File: config.mk
export PLATFORM = sky130hd
export DESIGN_NAME = fir_filter_stage_k_pow2
export DESIGN_NICKNAME = d
export VERILOG_FILES = /design/src/rtl/fir_filter_stage_k_pow2.sv
export SDC_FILE = /design/constraint.sdc
export NUM_CORES = 1
export LEC_CHECK = 0
export BUFFER_PORTS_ARGS = -buffer_cell sky130_fd_sc_hd__buf_4
export CORE_MARGIN = 1
export CORE_UTILIZATION = 60
export CTS_CLUSTER_SIZE = 24
export DETAILED_ROUTE_END_ITERATION = 10
export PLACE_DENSITY = 0.86
export SKIP_LAST_GASP = 1
export SLEW_MARGIN = 10
export SYNTH_ARGS = -nofsm -noshare
export SYNTH_HDL_FRONTEND = slang
export SYNTH_SLANG_ARGS = --single-unit
File: constraint.sdc
create_clock -name CLK -period 5.9 [get_ports CLK]
set_input_delay 0.885 -clock CLK [delete_from_list [all_inputs] [get_ports CLK]]
set_output_delay 0.885 -clock CLK [all_outputs]
set_load 0.1 [all_outputs]
File: src/rtl/fir_filter_stage_k_pow2.sv
// Power-of-two single-pole smoother: y += (x - y) * 2^-SHIFT, split over a PHASE A/B pair.
// Define FIR_FILTER_OUT_ROUND_EN for a rounded, saturated output; acc is identical in both builds.
module fir_filter_stage_k_pow2 #(
   parameter int DATA_WIDTH = 32,
   parameter int SHIFT      = 8
) (
   input  logic                  CLK,
   input  logic                  RESET,
   input  logic                  PHASE,
   input  logic [DATA_WIDTH-1:0] IN_VALUE,
   output logic [DATA_WIDTH-1:0] OUT_VALUE
);

   localparam int AW = DATA_WIDTH + SHIFT;

   logic [AW-1:0]         acc;
   logic [AW-1:0]         part;
   logic [AW-1:0]         acc_next;
   logic [DATA_WIDTH-1:0] in_reg;
   logic [DATA_WIDTH-1:0] out_next;
   logic                  pend;

   // acc holds y << SHIFT, so this sum cannot exceed AW bits.
   assign acc_next = part + AW'(in_reg);

`ifdef FIR_FILTER_OUT_ROUND_EN
   localparam logic [AW:0] HALF = (AW+1)'(1) << (SHIFT-1);
   logic [DATA_WIDTH:0] rnd_q;

   assign rnd_q    = (DATA_WIDTH+1)'(({1'b0, acc_next} + HALF) >> SHIFT);
   assign out_next = rnd_q[DATA_WIDTH] ? '1 : rnd_q[DATA_WIDTH-1:0];
`else
   assign out_next = acc_next[AW-1:SHIFT];
`endif

   // Phase A samples input and forms acc - acc/2^SHIFT; phase B commits once per A.
   always_ff @(posedge CLK) begin
      if (!RESET) begin
         acc       <= '0;
         part      <= '0;
         in_reg    <= '0;
         pend      <= 1'b0;
         OUT_VALUE <= '0;
      end else if (PHASE) begin
         in_reg <= IN_VALUE;
         part   <= acc - (acc >> SHIFT);
         pend   <= 1'b1;
      end else if (pend) begin
         acc       <= acc_next;
         OUT_VALUE <= out_next;
         pend      <= 1'b0;
      end
   end

endmodule

==> results of run 1 <==
==> worst min-delay path, stage by stage, from the launching register on <==
cell     delay [ns]
dfxtp_1        0.31
nand2_1        0.05
a21oi_1        0.05
==> metal layers <==
layer  vias to the layer above  track usage [%]  part of all wire, %
met1                      3698             49.7                   45
met4                         0             9.45                  1.8
met2                       422             49.4                   42
li1                       3810                -                    -
met3                        40             8.22                   11
met5                         -                0                    0
==> worst paths after layout <==
path	end	slack, ns	depth (start not counted)
setup reg to reg	part[35]	2.57	10
hold reg to reg	acc[0]	0.46	2
hold / removal	acc[0]	0.46	2
setup / recovery	part[35]	2.57	10
==> metrics by stage <==
stage / std cells / setup slack [ns] / hold slack, ns / util [%]
floorplan: 1065 / 3.19 / 0.432 / -
global placement: 1220 / 2.79 / 0.447 / 63.8
detailed placement: 1220 / 2.66 / 0.456 / 63.8
CTS: 1252 / 2.64 / 0.464 / 68.4
global route: 1252 / 2.38 / 0.491 / 68.4
finish: 1252 / 2.57 / 0.462 / 68.4
==> cells in the final DEF (no fill, tap or decap), types with 6 or more instances in the layout <==
cell,netlist,layout
xnor2_1,35,35
a21o_1,25,25
o21ai_0,55,55
nor2_1,104,104
ha_1,64,64
o21ai_1,12,12
dfxtp_1,113,113
o21a_1,11,11
inv_1,56,56
nor2b_1,7,6
o211ai_1,9,9
xor2_1,17,17
a211oi_1,20,20
mux2i_1,51,51
nor4_1,6,6
or3_1,8,8
clkbuf_16,0,17
a21oi_1,96,96
o21bai_1,7,7
a211o_1,7,7
a31oi_1,12,12
nor3_1,12,12
nand4_1,25,25
nand3_1,37,37
nand2_1,93,93
buf_4,36,69
==> power by group through the flow <==
stage	logic (mW)	registers, mW	clock network [mW]
floorplan	0.958	0.913	0
global placement	1.20	0.949	0
detailed placement	1.20	0.952	0
CTS	1.22	0.938	1.08
global route	1.37	0.950	1.11
finish	1.26	0.943	1.07
==> cell families (layout without fill, tap and decap cells) <==
group / after synthesis / in the layout / synth area share (%)
and+or+nand+nor: 326 / 326 / 18.4
AOI/OAI and AO/OA: 309 / 309 / 23.8
buffers and inverters: 147 / 158 / 8.75
DFF: 113 / 113 / 27.2
adders and majority gates: 66 / 66 / 10.1
xor gates and xnor gates: 52 / 52 / 5.47
muxes: 52 / 52 / 6.27
==> area by class of cell <==
cell class | count | share of cell area [%]
inverters | 57 | 2.33
flip-flops and latches | 113 | 24.7
clock inverters | 13 | 1.75
repair buffers | 69 | 5.65
well taps | 176 | 2.40
clock buffers | 19 | 4.94
multi-input cells | 805 | 58.2
==> impl_metrics.py, run 1 <==
metrics = {
    "placement": {
        "gp_congestion": 0.985,
        "dp_hpwl_um": 17200,
        "io_buffers": 66,
        "place_area_um2": 8550,
    },
    "finish": {
        "fin_nets": 1164,
        "n_fill_cell": 1149,
        "n_antenna_cell": 0,
        "multi_input_area_um2": 5340,
        "area_growth_pct": 10.2,
        "seqCellArea_um2": 2260,
        "largest_reg_flops": 40,
        "stdcell_area_um2": 9160,
        "drive_above_1_share_pct": 11.3,
    },
    "drt": {
        "ant_nets": 0,
        "drtIter0Drc": 849,
        "wire_per_inst_um": 18.7,
        "vias": 7970,
        "vias_per_cell": 6.37,
        "drc": 0,
        "first_pass_iters": 5,
        "totalWireLength_um": 23500,
    },
    "clocking": {
        "cts_sinks": 113,
        "clock_path_buffers": 2,
        "cts-root-buf": "clkbuf_16",
        "htreeDepth": 4,
        "post_cts_resized": 0,
        "postCtsHoldBufs": 0,
        "numCtsBuffers": 17,
        "worstSkewPairLatency_ns": 0.42,
        "path_clk_slew_ns": 0.06,
        "cts_tree": "done",
        "postCtsSetupRepairBufs": 0,
    },
    "critical_path": {
        "cpMaxStageDelayCell": "a2111oi_0",
        "worstSetupPathType": "flip-flop to flip-flop",
        "endpoint_kind": "flip-flop",
        "cp_num_buf_inv": 1,
        "path_delay_family": "compound AO/OA/AOI/OAI gates",
        "worstSetupStartpoint": "OUT_VALUE[1]",
        "critPathMaxFanout": 7,
        "crit-reg2reg-launch": "OUT_VALUE[1]",
        "critical-path-max-stage-delay_ns": 0.73,
        "worstPathArrival_ns": 3.65,
        "setup.worst_path.start_class": "flip-flop",
        "worstPathRequired_ns": 6.22,
        "crit_chain": "inv_1 > ha_1 > nor2b_1 > o21ai_1 > a2111oi_0 > o2111ai_1 > a31oi_1 > o41ai_1 > mux2i_1 > a211o_1",
    },
    "timing": {
        "period_needed_ns": 3.33,
        "tightest_slew_ns": 1.13,
        "max_freq_mhz": 300,
        "hold_viol": 0,
        "setup_viol": 0,
        "skew_ns": 0.0101,
        "finalCritPeriodShare_pct": 56.5,
        "rsz0062_at_grt": "no",
        "setup_tns_ns": 0,
        "max-slew-margin-rel_pct": 24.6,
        "slew_viol_final": 0,
    },
    "flow_run": {
        "cap_violations": 0,
    },
    "synth": {
        "synth-edff-count": 0,
        "synthDistinctLibCells": 76,
        "ys_top_cells_by_area": "dfxtp_1, ha_1, mux2i_1, a21oi_1, nor2_1",
        "synth_warnings": 0,
        "synth_fp_nets": 1166,
        "syn-cell-area_um2": 8320,
        "syn_inst": 1065,
        "synth_common_cells": "dfxtp_1, nor2_1, a21oi_1, nand2_1, ha_1",
        "synth-seq-area-share_pct": 27.2,
        "ys_seq_elements": 113,
        "yosysTopAreaCellShare_pct": 27.2,
        "syn-mean-instance-area_um2": 7.81,
        "synth-main-ff-cell": "dfxtp_1",
        "synthArstFlopShare_pct": 0,
        "synth_area_leader_cell": "dfxtp_1",
        "yosysMostFrequentCell": "dfxtp_1",
    },
    "power_and_ir_drop": {
        "switching_power_mw": 1.27,
        "power_frac_clock_pct": 32.8,
        "seq_power_share_pct": 28.8,
        "powerDensity_nw_per_um2": 357,
        "p_comb_share_pct": 38.4,
        "p_leak_nw": 4.10,
        "internal_power_mw": 2.00,
        "vdd.ir_drop.worst_v": 0.000240,
        "sw_frac_of_total_pct": 38.9,
        "power_mw": 3.27,
    },
    "grt": {
        "antenna_found_initial": 0,
        "grt_pass1_vias": 7173,
        "grt_overflow": 0,
        "grt_max_degree": 80,
        "grt_usage_pct": 34.0,
        "grt_pass1_wl_um": 38000,
    },
    "min_path": {
        "hp-start": "acc[0]",
        "min_path_type": "flip-flop to flip-flop",
    },
    "die": {
        "core_area_um2": 13400,
        "fp.dieW_um": 120,
        "die_area_um2": 14300,
        "ioPinCount": 67,
        "rows": 42,
        "start_util_pct": 62.1,
        "die_y_um": 120,
    },
    "status": {
        "status": "completed",
    },
}
Power figures use the tool's default switching activity.
==> run 2: changes to the inputs <==
Clock period 5.9 ns to 3.4 ns, I/O delays scaled along.
==> run 2 against run 1 <==
Against the previous run: sequential power is 74% higher; flip-flop and latch count unchanged; utilization up 1.3 points; combinational power is 76% higher; power grew 84%; first-iteration DRC count grew 31%; cell count increased by 0.88%; critical endpoint unchanged; cell area increased by 1.9%; critical path depth unchanged.
==> impl_metrics.py, run 2 (synthesized netlist as in run 1, its figures left out) <==
metrics = {
    "finish": {
        "n_fill_cell": 1077,
        "stdcell_area_um2": 9340,
        "layout_common_cells": "dfxtp_1, nor2_1, a21oi_1",
        "area_growth_pct": 12.2,
        "n_antenna_cell": 0,
        "largest_reg_flops": 40,
        "mostFrequentLayoutCell": "dfxtp_1",
        "fin_nets": 1175,
        "drive_above_1_share_pct": 12.1,
    },
    "grt": {
        "grt_usage_pct": 34.3,
        "grt_pass1_wl_um": 38500,
        "antenna_found_initial": 0,
        "grt_pass1_vias": 7350,
        "grt_overflow": 0,
        "grt_max_degree": 55,
    },
    "clocking": {
        "htreeDepth": 4,
        "postCtsSetupRepairBufs": 0,
        "worstSkewPairLatency_ns": 0.43,
        "clock_path_buffers": 2,
        "postCtsHoldBufs": 0,
        "cts_sinks": 113,
        "cts-root-buf": "clkbuf_16",
        "numCtsBuffers": 17,
        "post_cts_resized": 0,
        "path_clk_slew_ns": 0.06,
        "cts_tree": "done",
    },
    "drt": {
        "drtIter0Drc": 1113,
        "drc": 0,
        "vias": 8214,
        "ant_nets": 0,
        "first_pass_iters": 7,
        "wire_per_inst_um": 19.1,
        "totalWireLength_um": 24100,
        "vias_per_cell": 6.50,
    },
    "timing": {
        "slew_viol_final": 0,
        "max_freq_mhz": 320,
        "max-slew-margin-rel_pct": 40.8,
        "rsz0062_at_grt": "no",
        "period_needed_ns": 3.13,
        "hold-worst-slack_ns": 0.323,
        "skew_ns": 0.0108,
        "finalCritPeriodShare_pct": 92.0,
        "tightest_slew_ns": 0.887,
        "postLayoutSetupSlackWorst_ns": 0.273,
        "setup_tns_ns": 0,
        "setup_viol": 0,
        "hold_viol": 0,
    },
    "critical_path": {
        "critPathMaxFanout": 7,
        "critical-path-max-stage-delay_ns": 0.76,
        "crit_chain": "inv_1 > ha_1 > nand2_1 > a2111oi_0 > o2111ai_1 > a31oi_1 > buf_4 > o41ai_1 > mux2i_1 > a211o_1",
        "worstSetupPathType": "flip-flop to flip-flop",
        "endpoint_kind": "flip-flop",
        "setup.worst_path.start_class": "flip-flop",
        "cp_num_buf_inv": 2,
        "crit-reg2reg-launch": "OUT_VALUE[6]",
        "cpMaxStageDelayCell": "a2111oi_0",
        "worstSetupStartpoint": "OUT_VALUE[6]",
        "worstPathArrival_ns": 3.44,
        "path_delay_family": "compound AO/OA/AOI/OAI gates",
        "worstPathRequired_ns": 3.72,
    },
    "status": {
        "status": "completed",
    },
    "placement": {
        "place_ws_ns": 0.356,
        "io_buffers": 66,
        "gp_congestion": 1.00,
        "place_area_um2": 8630,
        "dp_hpwl_um": 17400,
    },
    "power_and_ir_drop": {
        "vdd.ir_drop.worst_v": 0.000445,
        "powerDensity_nw_per_um2": 644,
        "power_mw": 6.01,
        "p_leak_nw": 4.21,
    },
    "die": {
        "ioPinCount": 67,
        "die_area_um2": 14300,
        "die_y_um": 120,
        "fp.dieW_um": 120,
        "start_util_pct": 62.1,
        "rows": 42,
        "core_area_um2": 13400,
    },
    "flow_run": {
        "cap_violations": 0,
    },
    "min_path": {
        "min_path_type": "input pin to flip-flop",
        "hp-start": "IN_VALUE[17]",
    },
}
## run 2: cell type report
class / instances / area, um2 / area share [%]
Clock buffer: 22 / 474 / 5.08
Clock inverter: 10 / 228 / 2.44
Inverter: 57 / 214 / 2.29
Multi-Input combinational cell: 805 / 5340 / 57.2
Sequential cell: 113 / 2260 / 24.2
Tap cell: 176 / 220 / 2.36
Timing Repair Buffer: 80 / 601 / 6.43
## run 2: report_power, final
group,switching (mW),internal [mW],total (mW)
logic,1.40,0.821,2.22
registers,0.155,1.48,1.64
clock network,0.656,1.50,2.16
## run 2: path summary, 6_finish.rpt
check	cells past startpoint	slack, ns	endpoint
worst max-delay path	10	0.27	part[35]
worst min-delay path	3	0.32	in_reg[17]
worst max register to register	10	0.27	part[35]
worst min register to register	2	0.47	acc[3]
## run 2: metal layers
layer / up-vias / GRT usage, % / part of all wire [%]
met5: - / 0 / 0
met4: 0 / 10.5 / 2.1
met3: 59 / 8.94 / 13
met2: 517 / 49.3 / 42
met1: 3816 / 49.7 / 43
li1: 3822 / - / -
## run 2: worst min-delay path, cell delays in order
cell	delay [ns]
buf_4	0.07
mux2i_1	0.05
nor2_1	0.07
## run 2: stage by stage
stage,std cells,utilization [%]
after floorplan,1065,-
after global placement,1231,64.4
after detailed placement,1231,64.4
after CTS,1263,69.7
after global routing,1263,69.7
final,1263,69.7
==> run 3: changes to the inputs <==
Settings changed: CORE_ASPECT_RATIO from default to 0.7.
==> run 3 against run 2 <==
Against the previous run: cell count rose by 0.71%; wire length rose by 4.5%; worst hold slack improved by 0.0026 ns; global-route usage rose by 2.0 points; critical path depth did not move; first-iteration DRC count rose by 1.1%; setup slack got worse by 0.027 ns; critical endpoint unchanged; via count rose by 0.41%; clock-buffer cell count did not move; flip-flop and latch count did not move; register-to-register slack got worse by 0.03 ns.
==> impl_metrics.py, run 3 (synthesized netlist as in run 1, its figures left out) <==
metrics = {
    "min_path": {
        "min_path_type": "input pin to flip-flop",
        "hold_path_depth": 3,
    },
    "timing": {
        "setup_tns_ns": 0,
        "hold_viol": 0,
        "tightest_slew_ns": 1.05,
        "postLayoutSetupSlackWorst_ns": 0.246,
        "hold-worst-slack_ns": 0.326,
        "finalCritPeriodShare_pct": 92.8,
        "slew_viol_final": 0,
        "max-slew-margin-rel_pct": 29.7,
        "period_needed_ns": 3.15,
        "max_freq_mhz": 317,
        "setup_viol": 0,
        "skew_ns": 0.0101,
        "rsz0062_at_grt": "no",
    },
    "power_and_ir_drop": {
        "powerDensity_nw_per_um2": 610,
        "vdd.ir_drop.worst_v": 0.000471,
        "power_frac_clock_pct": 30.3,
        "switching_power_mw": 2.27,
        "p_comb_share_pct": 40.2,
        "seq_power_share_pct": 29.6,
        "power_mw": 5.61,
        "internal_power_mw": 3.34,
        "sw_frac_of_total_pct": 40.5,
        "p_leak_nw": 4.13,
    },
    "critical_path": {
        "worstSetupPathType": "flip-flop to flip-flop",
        "cpMaxStageDelayCell": "a2111oi_0",
        "critical-path-max-stage-delay_ns": 0.77,
        "worstSetupStartpoint": "OUT_VALUE[5]",
        "rrSetupSlack_ns": 0.25,
        "worstPathArrival_ns": 3.46,
        "crit_chain": "inv_1 > ha_1 > nand2_1 > a2111oi_0 > o2111ai_1 > a31oi_1 > buf_4 > o41ai_1 > mux2i_1 > a211o_1",
        "setup.worst_path.start_class": "flip-flop",
        "worstRegToRegCells": 10,
        "timing.rr.end": "part[35]",
        "endpoint_kind": "flip-flop",
        "worstPathRequired_ns": 3.70,
        "critPathMaxFanout": 7,
        "cp_num_buf_inv": 2,
        "crit-reg2reg-launch": "OUT_VALUE[5]",
        "worst-path-stages": 10,
        "path_delay_family": "compound AO/OA/AOI/OAI gates",
        "endpoint": "part[35]",
    },
    "die": {
        "core_area_um2": 13400,
        "die_y_um": 101,
        "start_util_pct": 62.3,
        "rows": 35,
        "ioPinCount": 67,
        "die_area_um2": 14300,
        "fp.dieW_um": 143,
    },
    "finish": {
        "seqCellArea_um2": 2260,
        "n_antenna_cell": 0,
        "multi_input_area_um2": 5330,
        "mostFrequentLayoutCell": "dfxtp_1",
        "final_cells": 1272,
        "fin_nets": 1175,
        "stdcell_area_um2": 9190,
        "drive_above_1_share_pct": 12.0,
        "area_growth_pct": 10.5,
        "n_fill_cell": 1032,
        "layout_common_cells": "dfxtp_1, nor2_1, a21oi_1",
        "postLayoutCoreUtil_pct": 68.8,
        "largest_reg_flops": 40,
    },
    "drt": {
        "vias": 8248,
        "wire_per_inst_um": 19.8,
        "drtIter0Drc": 1125,
        "first_pass_iters": 6,
        "vias_per_cell": 6.48,
        "ant_nets": 0,
        "totalWireLength_um": 25200,
        "drc": 0,
    },
    "clocking": {
        "post_cts_resized": 0,
        "htreeDepth": 4,
        "worstSkewPairLatency_ns": 0.42,
        "cts_tree": "done",
        "cts_sinks": 113,
        "cts-root-buf": "clkbuf_16",
        "postCtsHoldBufs": 0,
        "path_clk_slew_ns": 0.06,
        "clock_path_buffers": 2,
        "postCtsSetupRepairBufs": 0,
        "numCtsBuffers": 17,
    },
    "placement": {
        "io_buffers": 66,
        "placed_cells": 1240,
        "gp_congestion": 1.05,
        "place_ws_ns": 0.376,
        "dp_hpwl_um": 18700,
        "place_area_um2": 8640,
    },
    "flow_run": {
        "cap_violations": 0,
    },
    "grt": {
        "grt_overflow": 0,
        "grt_max_degree": 44,
        "grt_usage_pct": 36.3,
        "grt_pass1_wl_um": 39700,
        "antenna_found_initial": 1,
        "grt_pass1_vias": 7286,
    },
    "status": {
        "status": "completed",
    },
}
run 3: cell types whose count changed in the layout (fill, tap and decap cells not counted), sizes merged:
cell,change
clkinv,+4
bufinv,-6
clkinvlp,+2
run 3: power by group through the flow:
stage / clock network, mW / registers, mW / logic, mW
finish: 1.70 / 1.66 / 2.25
global placement: 0 / 1.66 / 2.10
floorplan: 0 / 1.58 / 1.66
global route: 1.76 / 1.66 / 2.41
detailed placement: 0 / 1.66 / 2.12
CTS: 1.69 / 1.64 / 2.16
run 3: how the worst min path moves through the flow:
stage	slack (ns)	start	to
finish	0.33	IN_VALUE[15]	in_reg[15]
global route	0.33	IN_VALUE[30]	in_reg[30]
floorplan	0.43	part[15]	part[15]
CTS	0.33	IN_VALUE[4]	in_reg[4]
global placement	0.45	acc[0]	acc[0]
detailed placement	0.45	acc[0]	acc[0]
run 3: cell type report:
cell class,instances,area share [%]
Multi-Input combinational cell,805,58.0
Clock buffer,22,5.05
Sequential cell,113,24.6
Tap cell,185,2.52
Timing Repair Buffer,80,6.54
Inverter,57,2.33
Clock inverter,10,0.939
run 3: tightest hold or removal path: cells and delay by family:
kind / cells / cell delay (ns)
buffers and inverters: 1 / 0.08
multiplexers: 1 / 0.05
AND/OR/NAND/NOR: 1 / 0.07
run 3: per-layer routing:
layer,part of all wire (%),global-route usage (%)
met5,0.036,0
met4,1.5,8.93
met3,17,13.8
met2,38,46.5
met1,44,55.2
